===== src/rtl/pipeline_hazard_ctrl_pkg.sv =====
`default_nettype none
// ============================================================================
//  Package     : pipeline_ctrl_pkg
//  Description : Shared types, constants and control-bundle helpers for the
//                five-stage pipeline stall/flush controller.
//  Revision    : 1.0 - initial release
// ============================================================================
package pipeline_ctrl_pkg;

  // Controller states, explicit 2-bit encoding
  typedef enum logic [1:0] {
    ST_RUN     = 2'd0,
    ST_MEMWAIT = 2'd1,
    ST_DRAIN   = 2'd2,
    ST_HALTED  = 2'd3
  } state_e;

  // Number of cycles spent draining after a halt reaches MEM
  localparam int DRAIN_CYCLES = 2;
  localparam int DRAIN_W      = 2;

  // PC enable plus the stall/flush pair of every pipeline register
  typedef struct packed {
    logic pc_write;
    logic ifid_stall;
    logic ifid_flush;
    logic idex_stall;
    logic idex_flush;
    logic exmem_stall;
    logic exmem_flush;
    logic memwb_stall;
    logic memwb_flush;
  } ctrl_t;

  // Free-running pipeline: PC advances, nothing held or flushed
  function automatic ctrl_t ctrl_pass();
    ctrl_t c;
    c = '0;
    c.pc_write = 1'b1;
    return c;
  endfunction

  // Hold IF..EXMEM, bubble into MEMWB while data memory is busy
  function automatic ctrl_t ctrl_freeze();
    ctrl_t c;
    c = '0;
    c.ifid_stall  = 1'b1;
    c.idex_stall  = 1'b1;
    c.exmem_stall = 1'b1;
    c.memwb_flush = 1'b1;
    return c;
  endfunction

  // Halt/drain: stop fetch, let EXMEM and MEMWB retire their contents
  function automatic ctrl_t ctrl_drain();
    ctrl_t c;
    c = '0;
    c.ifid_stall  = 1'b1;
    c.idex_flush  = 1'b1;
    c.exmem_flush = 1'b1;
    return c;
  endfunction

  // Taken branch: keep fetching from the new target, kill two wrong-path slots
  function automatic ctrl_t ctrl_redirect();
    ctrl_t c;
    c = '0;
    c.pc_write   = 1'b1;
    c.ifid_flush = 1'b1;
    c.idex_flush = 1'b1;
    return c;
  endfunction

  // Load-use: hold the consumer in ID for one cycle, bubble into EX
  function automatic ctrl_t ctrl_load_use();
    ctrl_t c;
    c = '0;
    c.ifid_stall = 1'b1;
    c.idex_flush = 1'b1;
    return c;
  endfunction

  // Terminal halt: every register held
  function automatic ctrl_t ctrl_halted();
    ctrl_t c;
    c = '0;
    c.ifid_stall  = 1'b1;
    c.idex_stall  = 1'b1;
    c.exmem_stall = 1'b1;
    c.memwb_stall = 1'b1;
    return c;
  endfunction

  // Reset: flush every stage so the pipe restarts empty
  function automatic ctrl_t ctrl_reset();
    ctrl_t c;
    c = '0;
    c.ifid_flush  = 1'b1;
    c.idex_flush  = 1'b1;
    c.exmem_flush = 1'b1;
    c.memwb_flush = 1'b1;
    return c;
  endfunction

endpackage
`default_nettype wire


===== src/rtl/hazard_sat_counter.sv =====
`default_nettype none
// ============================================================================
//  Module      : hazard_sat_counter
//  Description : Saturating up-counter with synchronous clear and enable.
//                Clear together with enable loads 1 so the clearing cycle can
//                itself be counted.
//  Revision    : 1.0 - initial release
// ============================================================================
module hazard_sat_counter #(
  parameter int WIDTH = 8
) (
  input  logic             clk,
  input  logic             rst,
  input  logic             clr,
  input  logic             en,
  output logic [WIDTH-1:0] count
);

  logic [WIDTH-1:0] count_q;
  logic [WIDTH-1:0] count_d;

  // Next count: reset, clear/load-1, or saturating increment
  always_comb begin
    count_d = count_q;
    if (rst) begin
      count_d = '0;
    end else if (clr) begin
      count_d = en ? WIDTH'(1) : '0;
    end else if (en && (count_q != {WIDTH{1'b1}})) begin
      count_d = count_q + WIDTH'(1);
    end
  end

  // Count register
  always_ff @(posedge clk) begin
    count_q <= count_d;
  end

  assign count = count_q;

endmodule
`default_nettype wire


===== src/rtl/pipeline_hazard_ctrl.sv =====
`default_nettype none
// ============================================================================
//  Module      : pipeline_hazard_ctrl
//  Description : Central stall/flush controller for the five-stage pipeline.
//                Resolves load-use, redirect, data-memory wait and halt drain;
//                keeps a saturating stall counter and a sticky timeout flag.
//  Revision    : 1.0 - initial release
// ============================================================================
module pipeline_hazard_ctrl
  import pipeline_ctrl_pkg::*;
#(
  parameter int MEM_TIMEOUT = 64,
  parameter int CNT_W       = 32
) (
  input  logic             clk,
  input  logic             rst,
  input  logic [4:0]       IFIDRs1,
  input  logic [4:0]       IFIDRs2,
  input  logic             IFIDUsesRs1,
  input  logic             IFIDUsesRs2,
  input  logic             IDEXMemRead,
  input  logic [4:0]       IDEXRegRd,
  input  logic             EXBranchTaken,
  input  logic             EXMEMMemReq,
  input  logic             DMemReady,
  input  logic             EXMEMHalt,
  output logic             PCWrite,
  output logic             IFIDStall,
  output logic             IFIDFlush,
  output logic             IDEXStall,
  output logic             IDEXFlush,
  output logic             EXMEMStall,
  output logic             EXMEMFlush,
  output logic             MEMWBStall,
  output logic             MEMWBFlush,
  output logic             Halted,
  output logic             MemTimeout,
  output logic [CNT_W-1:0] StallCount
);

  localparam int WAIT_W = $clog2(MEM_TIMEOUT + 1);
  localparam logic [WAIT_W-1:0] TIMEOUT_VAL = WAIT_W'(MEM_TIMEOUT);
  localparam logic [DRAIN_W-1:0] DRAIN_LAST = DRAIN_W'(DRAIN_CYCLES - 1);

  state_e              state_q, state_d;
  logic [DRAIN_W-1:0]  drain_cnt_q, drain_cnt_d;
  logic                mem_timeout_q, mem_timeout_d;
  logic [WAIT_W-1:0]   wait_cnt;
  logic                wait_clr, wait_en;
  logic                stall_en;
  logic                mem_wait, load_use;
  ctrl_t               run_ctrl, ctrl;
  state_e              run_next;

  assign mem_wait = EXMEMMemReq && !DMemReady;
  assign load_use = IDEXMemRead && (IDEXRegRd != 5'd0) &&
                    ((IFIDUsesRs1 && (IFIDRs1 == IDEXRegRd)) ||
                     (IFIDUsesRs2 && (IFIDRs2 == IDEXRegRd)));

  // Normal-operation priority (memory wait handled by the caller)
  always_comb begin
    run_ctrl = ctrl_pass();
    run_next = ST_RUN;
    if (EXMEMHalt) begin
      run_ctrl = ctrl_drain();
      run_next = ST_DRAIN;
    end else if (EXBranchTaken) begin
      run_ctrl = ctrl_redirect();
    end else if (load_use) begin
      run_ctrl = ctrl_load_use();
    end
  end

  // Controller FSM: next state, counter controls and pipeline controls
  always_comb begin
    ctrl          = ctrl_pass();
    state_d       = state_q;
    drain_cnt_d   = drain_cnt_q;
    mem_timeout_d = mem_timeout_q;
    wait_clr      = 1'b1;
    wait_en       = 1'b0;
    if (rst) begin
      ctrl          = ctrl_reset();
      state_d       = ST_RUN;
      drain_cnt_d   = '0;
      mem_timeout_d = 1'b0;
    end else begin
      case (state_q)
        ST_RUN: begin
          drain_cnt_d = '0;
          if (mem_wait) begin
            ctrl    = ctrl_freeze();
            state_d = ST_MEMWAIT;
            wait_en = 1'b1;          // clear+enable loads 1
          end else begin
            ctrl    = run_ctrl;
            state_d = run_next;
          end
        end
        ST_MEMWAIT: begin
          drain_cnt_d = '0;
          if (DMemReady) begin
            ctrl    = run_ctrl;
            state_d = run_next;
          end else if (wait_cnt == TIMEOUT_VAL) begin
            // Give up on the access: flag it and let the pipe move on
            ctrl          = run_ctrl;
            state_d       = run_next;
            mem_timeout_d = 1'b1;
          end else begin
            ctrl     = ctrl_freeze();
            wait_clr = 1'b0;
            wait_en  = 1'b1;
          end
        end
        ST_DRAIN: begin
          if (mem_wait) begin
            ctrl = ctrl_freeze();    // drain pauses while memory is busy
          end else begin
            ctrl = ctrl_drain();
            if (drain_cnt_q == DRAIN_LAST) begin
              state_d = ST_HALTED;
            end else begin
              drain_cnt_d = drain_cnt_q + DRAIN_W'(1);
            end
          end
        end
        ST_HALTED: begin
          ctrl = ctrl_halted();
        end
        default: begin
          state_d = ST_RUN;
        end
      endcase
    end
  end

  // State, drain counter and sticky timeout registers
  always_ff @(posedge clk) begin
    if (rst) begin
      state_q       <= ST_RUN;
      drain_cnt_q   <= '0;
      mem_timeout_q <= 1'b0;
    end else begin
      state_q       <= state_d;
      drain_cnt_q   <= drain_cnt_d;
      mem_timeout_q <= mem_timeout_d;
    end
  end

  assign stall_en = !rst && !ctrl.pc_write && (state_q != ST_HALTED);

  hazard_sat_counter #(
    .WIDTH (WAIT_W)
  ) u_wait_cnt (
    .clk   (clk),
    .rst   (rst),
    .clr   (wait_clr),
    .en    (wait_en),
    .count (wait_cnt)
  );

  hazard_sat_counter #(
    .WIDTH (CNT_W)
  ) u_stall_cnt (
    .clk   (clk),
    .rst   (rst),
    .clr   (1'b0),
    .en    (stall_en),
    .count (StallCount)
  );

  assign PCWrite    = ctrl.pc_write;
  assign IFIDStall  = ctrl.ifid_stall;
  assign IFIDFlush  = ctrl.ifid_flush;
  assign IDEXStall  = ctrl.idex_stall;
  assign IDEXFlush  = ctrl.idex_flush;
  assign EXMEMStall = ctrl.exmem_stall;
  assign EXMEMFlush = ctrl.exmem_flush;
  assign MEMWBStall = ctrl.memwb_stall;
  assign MEMWBFlush = ctrl.memwb_flush;
  assign Halted     = !rst && (state_q == ST_HALTED);
  assign MemTimeout = mem_timeout_q;

endmodule
`default_nettype wire


===== config.mk =====
export PLATFORM = sky130hd
export DESIGN_NAME = pipeline_hazard_ctrl
export DESIGN_NICKNAME = d
export VERILOG_FILES = /design/src/rtl/pipeline_hazard_ctrl_pkg.sv /design/src/rtl/hazard_sat_counter.sv /design/src/rtl/pipeline_hazard_ctrl.sv
export SDC_FILE = /design/constraint.sdc
export NUM_CORES = 1
export LEC_CHECK = 0
export ABC_AREA = 0
export BUFFER_PORTS_ARGS = -buffer_cell sky130_fd_sc_hd__buf_4
export CAP_MARGIN = 10
export CELL_PAD_IN_SITES_DETAIL_PLACEMENT = 1
export CELL_PAD_IN_SITES_GLOBAL_PLACEMENT = 1
export CORE_MARGIN = 10
export CORE_UTILIZATION = 30
export CTS_BUF_LIST = sky130_fd_sc_hd__clkbuf_4
export CTS_CLUSTER_SIZE = 16
export DETAILED_ROUTE_END_ITERATION = 16
export PLACE_DENSITY = 0.74
export SYNTH_ARGS = -nofsm -noshare
export SYNTH_HDL_FRONTEND = slang
export SYNTH_SLANG_ARGS = --single-unit

===== constraint.sdc =====
create_clock -name clk -period 1.9 [get_ports clk]
set_input_delay 0.19 -clock clk [delete_from_list [all_inputs] [get_ports clk]]
set_output_delay 0.19 -clock clk [all_outputs]
set_load 0.02 [all_outputs]

==> results of run 1 <==
-- worst register-to-register path, delay by kind of cell, from the launching register on --
family	cells	cell delay (ps)
flip-flops	1	370
buffers and inverters	4	470
AO/OA/AOI/OAI	3	640
adder cells (fa/ha/maj)	1	140
AND/OR/NAND/NOR	3	590
-- cells by family (layout without fill, tap and decap cells) --
family / count (synthesis) / in the layout / share of synthesized area
other: 0 / 1 / 0
AOI/OAI and AO/OA: 91 / 91 / 0.233
DFF: 44 / 44 / 0.324
and+or+nand+nor: 135 / 135 / 0.289
adders and majority gates: 9 / 9 / 0.0414
xor gates and xnor gates: 13 / 13 / 0.0419
muxes: 1 / 1 / 0.00368
buffers and inverters: 33 / 171 / 0.0663
-- final cells by class --
cell class                 instances  area (µm²)
fill                            1039        4400
tap                              108         135
timing repair buffer             152        1240
inverter                          11        43.8
antenna                            1        2.50
sequential                        44         898
clock buffer                       6        45.0
clock inverter                     2        35.0
multi-input combinational        249        1960
-- routing by layer --
metal  vias to the layer above  GRT usage  share of wire
met2                        73      0.265           0.50
met4                         0     0.0330          0.013
met3                        15     0.0417          0.057
met1                      1534      0.162           0.43
li1                       1509          -              -
met5                         -          0              0
-- metrics by stage --
stage | util | worst slack, ps
floorplan | - | -117
global placement | 0.434 | -173
detailed placement | 0.434 | -301
CTS | 0.475 | -351
global route | 0.498 | -476
finish | 0.498 | -388
-- sequential cells by signal (all words and copies together), names as in the netlist --
signal	flops
MemTimeout	1
drain_cnt_q	2
state_q	2
u_stall_cnt.count	32
u_wait_cnt.count	7
-- report_power, final --
part           internal, mW  switching (mW)
sequential            0.985          0.0537
combinational          1.13            1.08
clock                 0.291           0.336
-- layout by cell type (no fill, tap or decap), types with 4 or more instances in the layout --
cell and instances:
buf_12 4, nand3_1 18, o211ai_1 6, o31ai_1 20
or4_4 12, ha_1 6, dfxtp_1 32, and4_1 5
a21oi_2 13, nand2_1 20, dfxtp_2 11, or4_1 16
o21ai_1 5, xnor2_1 12, nor2_1 16, and3_1 5
buf_6 14, o31ai_2 5, clkbuf_4 6, a21oi_1 21
nand2_2 4, inv_1 7, buf_4 134, nand4_1 8
-- path summary, 6_finish.rpt --
check / to / cells past startpoint
hold / removal: MemTimeout / 2
hold reg to reg: MemTimeout / 2
setup / recovery: u_stall_cnt.count[20] / 11
setup reg to reg: u_stall_cnt.count[20] / 11
-- what timing repair did --
action | in CTS | in global routing
setup endpoints to repair | 40 | 43
resized for setup | 44 | 38
pin swaps | 23 | 20
cloned | 1 | 0
buffers inserted | 15 | 5
==> flow_metrics.py, run 1 <==
metrics = {
    "yosys": {
        "yosysWarningCount": 0,
        "yosysTopAreaCell": "dfxtp_1",
        "syn-num-nets": 359,
        "synth.most_common_cell": "dfxtp_1",
        "syn_area_per_cell_um2": 8.34,
        "ys_seq_elements": 44,
        "ys_seq_area_frac": 0.324,
        "synth_cells": 326,
        "synth.distinct_cells": 52,
        "yosys-top-cells-count": "dfxtp_1, a21oi_1, o31ai_1, or4_1, nand2_1",
        "synth_area_leaders": "dfxtp_1, o31ai_1, or4_1, a21oi_1, ha_1",
        "synth_flop_cell": "dfxtp_1",
        "yosysTopAreaCellShare": 0.324,
        "synth_enable_flop_cells": 0,
        "async_flop_share": 0,
        "synth_area_mm2": 0.00272,
    },
    "clock_network": {
        "cts_buffers": 5,
        "cts-htree-levels": 2,
        "clockRootBuffer": "clkbuf_4",
        "cts_tree": "built",
        "clkSinkCount": 44,
        "holdBufCountCts": 0,
        "cts_buffer_depth": 2,
        "clkLatencyLatePin_ps": 370,
        "clk_pin_slew_worst_paths_ps": 160,
    },
    "floorplan": {
        "coreArea_mm2": 0.00876,
        "chipHeight_um": 115,
        "start_util": 0.310,
        "rows": 34,
        "io-pin-count": 67,
        "dieWidth_um": 115,
        "die_area_mm2": 0.0133,
    },
    "worst_setup_path": {
        "end_kind": "flop",
        "crit_family": "compound AO/OA/AOI/OAI gates",
        "path_buf_inv": 4,
        "r2r-start": "u_wait_cnt.count[0]",
        "critical-path-max-stage-delay_ps": 410,
        "path_cells": "inv_2 > ha_4 > nand4bb_1 > nor3_2 > buf_4 > o311a_4 > a2bb2oi_4 > buf_12 > buf_12 > or4_4 > a21oi_2",
        "path_class": "reg2reg",
        "cp-startpoint": "u_wait_cnt.count[0]",
        "crit_arrival_ps": 2600,
        "reg2reg_slack_ps": -390,
        "worstSetupStartpointType": "flop",
        "cp_common_cell": "buf_12",
        "crit_slowest_cell": "or4_4",
        "crit_required_ps": 2210,
        "crit_path_max_fanout": 16,
    },
    "power": {
        "peakVddDrop_v": 0.000640,
        "p_per_area_mw_per_mm2": 888,
        "leakage_nw": 1.70,
        "power.total_mw": 3.88,
    },
    "min_path": {
        "hold_start": "rst",
        "hp-class": "in2reg",
    },
    "placement": {
        "dp_cells": 544,
        "dpl_cell_area_mm2": 0.00380,
        "io_buffer_count": 66,
        "gp_congestion": 0.796,
        "dpl.hpwl_um": 7180,
    },
    "sta": {
        "setup_ws_ps": -388,
        "hold_ws_ps": 184,
        "fin_setup_tns_ps": -12390,
        "hold_viol_final": 0,
        "relSlewSlack": 0.765,
        "period_minus_slack_ps": 2290,
        "worstMarginPinSlew_ps": 349,
        "slew_violations": 0,
        "setup_viol": 40,
        "skew_ps": 25.8,
        "fin_crit_sh": 1.20,
        "fmax_ghz": 0.437,
        "rsz0062_at_grt": "yes",
    },
    "run": {
        "maxCapViolCount": 0,
    },
    "detailed_routing": {
        "firstDrtPassIters": 4,
        "wl_um": 10300,
        "via_per_inst": 5.46,
        "drtIter0Drc": 110,
        "vias": 3131,
        "avgRoutedWirePerCell_um": 18.0,
        "drc": 0,
        "ant_nets": 0,
    },
    "global_route": {
        "antenna_found_initial": 0,
        "grt_max_degree": 42,
        "grt_pass1_wl_um": 16300,
        "grt_usage": 0.145,
        "grt_pass1_vias": 3427,
        "gr-total-overflow": 0,
    },
    "layout": {
        "syn2layout_area_growth_pct": 60.7,
        "drive_gt1_frac": 0.513,
        "stdcell_area_mm2": 0.00437,
        "stdcell_count": 573,
        "fin_nets": 496,
    },
    "outcome": {
        "failed_checks": "negative setup slack",
        "status": "finished with violations",
    },
}
No activity file was read; power rests on OpenSTA's default activity.
==> inputs of run 2 (changes only) <==
--- a/config.mk
+++ b/config.mk
@@ -15,7 +15,7 @@
 export CTS_BUF_LIST = sky130_fd_sc_hd__clkbuf_4
 export CTS_CLUSTER_SIZE = 16
 export DETAILED_ROUTE_END_ITERATION = 16
-export PLACE_DENSITY = 0.74
+export PLACE_DENSITY = 0.72
 export SYNTH_ARGS = -nofsm -noshare
 export SYNTH_HDL_FRONTEND = slang
 export SYNTH_SLANG_ARGS = --single-unit
==> constraint.sdc (replaced) <==
create_clock -name clk -period 2.3 [get_ports clk]
set_input_delay 0.23 -clock clk [delete_from_list [all_inputs] [get_ports clk]]
set_output_delay 0.23 -clock clk [all_outputs]
set_load 0.02 [all_outputs]
==> run 2 against run 1 <==
Net effect:
- the flow still finishes with violations (negative setup slack)
- clock skew fell by 1.5 ps
- total power fell by 26%
- worst hold slack improved by 53 ps
- final cell count fell by 9.8%
- clock power fell by 35%
- core utilization fell by 4.8 points
- global-route usage fell by 2.3 points
- highest routed layer unchanged
- non-clock buffer count fell by 56
- first-iteration DRC count fell by 10%
- worst setup slack improved by 330 ps
- critical path depth fell by 1
- via count fell by 4.9%
==> flow_metrics.py, run 2 (synthesis gave the netlist of run 1 again) <==
metrics = {
    "worst_setup_path": {
        "path_class": "reg2reg",
        "crit_required_ps": 2630,
        "r2r-start": "u_wait_cnt.count[1]",
        "crit_path_max_fanout": 8,
        "crit_arrival_ps": 2700,
        "cp-startpoint": "u_wait_cnt.count[1]",
        "end_kind": "flop",
        "worstSetupStartpointType": "flop",
    },
    "clock_network": {
        "clk_pin_slew_worst_paths_ps": 160,
        "clkLatencyLatePin_ps": 380,
        "cts_buffer_depth": 2,
        "clockRootBuffer": "clkbuf_4",
        "cts_tree": "built",
        "cts_buffers": 5,
        "clkSinkCount": 44,
        "cts-htree-levels": 2,
    },
    "power": {
        "switching_share": 0.407,
        "p_seq_frac": 0.300,
        "comb_power_share": 0.558,
        "switching_power_mw": 1.17,
        "p_per_area_mw_per_mm2": 729,
        "internal-power_mw": 1.71,
        "leakage_nw": 1.40,
        "p_clk_frac": 0.142,
        "peakVddDrop_v": 0.000465,
        "power.total_mw": 2.88,
    },
    "detailed_routing": {
        "wl_um": 9730,
        "drtIter0Drc": 99,
        "firstDrtPassIters": 4,
        "ant_nets": 0,
        "via_per_inst": 5.76,
        "vias": 2979,
        "avgRoutedWirePerCell_um": 18.8,
        "drc": 0,
    },
    "min_path": {
        "hp-class": "in2reg",
        "hold_start": "EXMEMHalt",
    },
    "placement": {
        "dpl.hpwl_um": 6020,
        "dp_cells": 491,
        "io_buffer_count": 66,
        "gp_congestion": 0.795,
    },
    "sta": {
        "setup_ws_ps": -61.3,
        "hold_viol_final": 0,
        "period_minus_slack_ps": 2360,
        "rsz0062_at_grt": "yes",
        "worstMarginPinSlew_ps": 526,
        "slew_violations": 0,
        "setup_viol": 9,
        "skew_ps": 24.2,
        "fmax_ghz": 0.423,
        "fin_crit_sh": 1.03,
        "relSlewSlack": 0.647,
    },
    "global_route": {
        "antenna_found_initial": 0,
        "grt_pass1_wl_um": 13700,
        "grt_max_degree": 40,
        "grt_pass1_vias": 2889,
        "grt_usage": 0.122,
        "gr-total-overflow": 0,
    },
    "layout": {
        "final_cell_mix": "buf_4, dfxtp_1, nand2_1",
        "insertedDiodeCount": 0,
        "syn2layout_area_growth_pct": 45.2,
        "drive_gt1_frac": 0.438,
        "largest_register_ffs": 32,
        "final_common_cell": "buf_4",
        "fin_nets": 441,
        "stdcell_count": 517,
    },
    "outcome": {
        "status": "finished with violations",
        "failed_checks": "negative setup slack",
    },
    "floorplan": {
        "rows": 34,
        "dieWidth_um": 115,
        "die_area_mm2": 0.0133,
        "chipHeight_um": 115,
        "io-pin-count": 67,
        "coreArea_mm2": 0.00876,
        "start_util": 0.310,
    },
    "run": {
        "maxCapViolCount": 0,
    },
}
[run 2: cell types whose count changed in the layout (fill, tap and decap cells not counted), moves of 5 or more]
cell       delta
a21oi_1       -6
a21oi_2       +6
buf_4        -51
buf_6        -10
clkbuf_16     +5
dfxtp_1       +8
dfxtp_2       -8
or4_1         -9
or4_4         +9
[run 2: cell type report]
class,instances,area (µm²)
fill,1049,4820
clock buffer,5,37.5
inverter,11,41.3
multi-input combinational,250,1960
sequential,44,888
clock inverter,3,18.8
timing repair buffer,96,867
tap,108,135
[run 2: per-layer routing]
metal  track usage  routed length, µm
met1         0.137               4220
met2         0.212               4700
met3        0.0458                709
met4        0.0314                113
met5             0                  0
[run 2: path summary, 6_finish.rpt]
check / endpoint / slack [ps] / depth (start not counted)
setup / recovery: u_stall_cnt.count[15] / -60 / 10
hold / removal: state_q[1] / 240 / 3
setup reg to reg: u_stall_cnt.count[15] / -60 / 10
hold reg to reg: MemTimeout / 500 / 2
[run 2: critical path: stages (launching register included)]
cell	delay, ps
dfxtp_2	370
inv_2	60
ha_4	140
nand4bb_1	130
nor3_4	60
buf_6	130
o311a_4	390
a2bb2oi_4	220
buf_12	190
or4_4	500
a21oi_2	120
[run 2: timing repair]
action | CTS | global route
resized for setup | 13 | 65
hold buffers | 0 | 0
gates cloned | 0 | 8
endpoints found under the setup margin | 4 | 36
setup buffers | 2 | 8
pin swaps | 20 | 37
[run 2: power by group through the flow]
stage	clock (mW)	combinational, mW	sequential [mW]
after global routing	0.450	1.71	0.871
after CTS	0.420	1.04	0.858
final	0.409	1.60	0.864
after global placement	0	0.992	0.867
after detailed placement	0	1.02	0.871
after floorplan	0	0.713	0.883
[run 2: through the flow]
step / setup WS, ps / hold WS (ps) / TNS, ps / util / instance area [µm²]
final: -61.3 / 236 / -260 / 0.450 / 3950
after global routing: -125 / 221 / -2090 / 0.450 / 3950
after CTS: -31.5 / 213 / -278 / 0.392 / 3440
after detailed placement: 38.4 / 469 / 0 / 0.380 / 3330
after global placement: 112 / 464 / 0 / 0.380 / 3330
after floorplan: 167 / 423 / 0 / - / 2720
==> inputs of run 3 (changes only) <==
==> constraint.sdc (replaced) <==
create_clock -name clk -period 2.76 [get_ports clk]
set_input_delay 0.276 -clock clk [delete_from_list [all_inputs] [get_ports clk]]
set_output_delay 0.276 -clock clk [all_outputs]
set_load 0.02 [all_outputs]
==> run 3 against run 2 <==
Net effect:
- the run now ends clean
- design area down 16%
- die area unchanged
- core utilization down 7.1 points
- non-clock buffer count down 25
- sequential share of layout area up 4.0 points
- final cell count down 5.4%
- sequential power down 17%
- critical path depth down 1
- worst hold slack better by 41 ps
- total power down 34%
- critical endpoint is now IFIDStall
- largest cell class unchanged
==> flow_metrics.py, run 3 (synthesis gave the netlist of run 1 again) <==
metrics = {
    "outcome": {
        "status": "finished clean",
    },
    "clock_network": {
        "cts_buffer_depth": 2,
        "cts_buffers": 5,
        "cts_tree": "built",
        "clkSinkCount": 44,
        "clockRootBuffer": "clkbuf_4",
        "cts_setup_buffers": 0,
        "holdBufCountCts": 0,
        "clk_pin_slew_worst_paths_ps": 110,
        "cts_resized": 0,
        "cts-htree-levels": 2,
        "clkLatencyLatePin_ps": 360,
    },
    "sta": {
        "fmax_ghz": 0.387,
        "worstMarginPinSlew_ps": 551,
        "hold_viol_final": 0,
        "fin_setup_tns_ps": 0,
        "relSlewSlack": 0.632,
        "rsz0062_at_grt": "no",
        "setup_viol": 0,
        "fin_crit_sh": 0.936,
        "period_minus_slack_ps": 2580,
        "skew_ps": 22.5,
        "slew_violations": 0,
    },
    "worst_setup_path": {
        "crit_family": "simple AND/OR/NAND/NOR gates",
        "ff2ff_path_depth": 9,
        "worstSetupStartpointType": "flop",
        "crit_slowest_cell": "dfxtp_1",
        "path_class": "reg2out",
        "critical-path-max-stage-delay_ps": 350,
        "path_cells": "inv_1 > ha_1 > nand4bb_1 > nor3_2 > nor2b_1 > nor2_1 > a22oi_1 > o31a_1 > buf_4",
        "crit_arrival_ps": 2310,
        "crit_required_ps": 2480,
        "crit_path_max_fanout": 5,
        "end_kind": "primary output",
        "path_buf_inv": 2,
        "crit_cells": 9,
    },
    "layout": {
        "final_cell_mix": "buf_4, dfxtp_1, a21oi_1",
        "syn2layout_area_growth_pct": 22.4,
        "largest_register_ffs": 32,
        "insertedDiodeCount": 0,
        "drive_gt1_frac": 0.226,
        "fin_nets": 415,
        "final_common_cell": "buf_4",
        "stdcell_area_mm2": 0.00333,
        "stdcell_count": 489,
    },
    "global_route": {
        "grt_pass1_vias": 2829,
        "antenna_found_initial": 0,
        "gr-total-overflow": 0,
        "grt_pass1_wl_um": 13400,
        "grt_usage": 0.119,
        "grt_max_degree": 65,
    },
    "floorplan": {
        "chipHeight_um": 115,
        "rows": 34,
        "coreArea_mm2": 0.00876,
        "dieWidth_um": 115,
        "start_util": 0.310,
        "die_area_mm2": 0.0133,
        "io-pin-count": 67,
    },
    "detailed_routing": {
        "firstDrtPassIters": 4,
        "wl_um": 8040,
        "vias": 2697,
        "drc": 0,
        "ant_nets": 0,
        "avgRoutedWirePerCell_um": 16.4,
        "via_per_inst": 5.52,
        "drtIter0Drc": 73,
    },
    "power": {
        "leakage_nw": 1.19,
        "peakVddDrop_v": 0.000490,
        "p_per_area_mw_per_mm2": 569,
    },
    "min_path": {
        "hp-class": "in2reg",
        "hold_path_depth": 3,
    },
    "placement": {
        "io_buffer_count": 66,
        "dp_cells": 483,
        "dpl_cell_area_mm2": 0.00326,
        "gp_congestion": 0.757,
        "dpl.hpwl_um": 5800,
    },
    "run": {
        "maxCapViolCount": 0,
    },
}
==> run 3: changes by cell type in the layout (fill, tap and decap cells not counted), sizes merged <==
cell / previous run / this run
a2bb2oi: 2 / 1
buf: 90 / 71
bufinv: 0 / 1
clkbuf: 11 / 5
clkinv: 3 / 0
==> run 3: power breakdown <==
group	internal (mW)	leakage, nW	switching (mW)
clock	0.182	0.0371	0.211
sequential	0.672	0.355	0.0481
combinational	0.300	0.796	0.481
==> run 3: path summary, 6_finish.rpt <==
kind                             from              endpoint  slack [ps]
setup / recovery  u_wait_cnt.count[0]             IFIDStall         180
hold / removal              EXMEMHalt            state_q[1]         280
setup reg to reg           state_q[0]  u_stall_cnt.count[3]         320
hold reg to reg            MemTimeout            MemTimeout         490
==> run 3: final cells by class <==
class                   count  area (µm²)
fillers                  1087        5440
well taps                 108         135
multi-input cells         249        1660
repair buffers             71         546
flip-flops and latches     44         881
inverters                  11        41.3
clock buffers               5        37.5
clock inverters             1        30.0
==> run 3: per-stage QoR <==
step | hold WS, ps | utilization | worst slack, ps | total power [mW]
after detailed placement | 466 | 0.372 | 345 | 1.52
after CTS | 267 | 0.380 | 131 | 1.92
after global routing | 255 | 0.380 | 2.11 | 2.03
final | 277 | 0.380 | 175 | 1.89
after global placement | 460 | 0.372 | 495 | 1.49
after floorplan | 468 | - | 622 | 1.33
==> run 3: metal layers <==
layer,track usage,wire length [µm]
met4,0.0248,63
met2,0.204,3770
met5,0,0
met1,0.137,3570
met3,0.0484,638
==> run 3: worst register-to-register path, stage by stage (launching register included) <==
cell       delay (ps)
dfxtp_1           430
inv_1             100
ha_1              300
nor2_1            250
nor2_1            110
o311a_4           150
a2bb2oi_4         150
buf_12            200
or4_1             530
a21oi_1           150
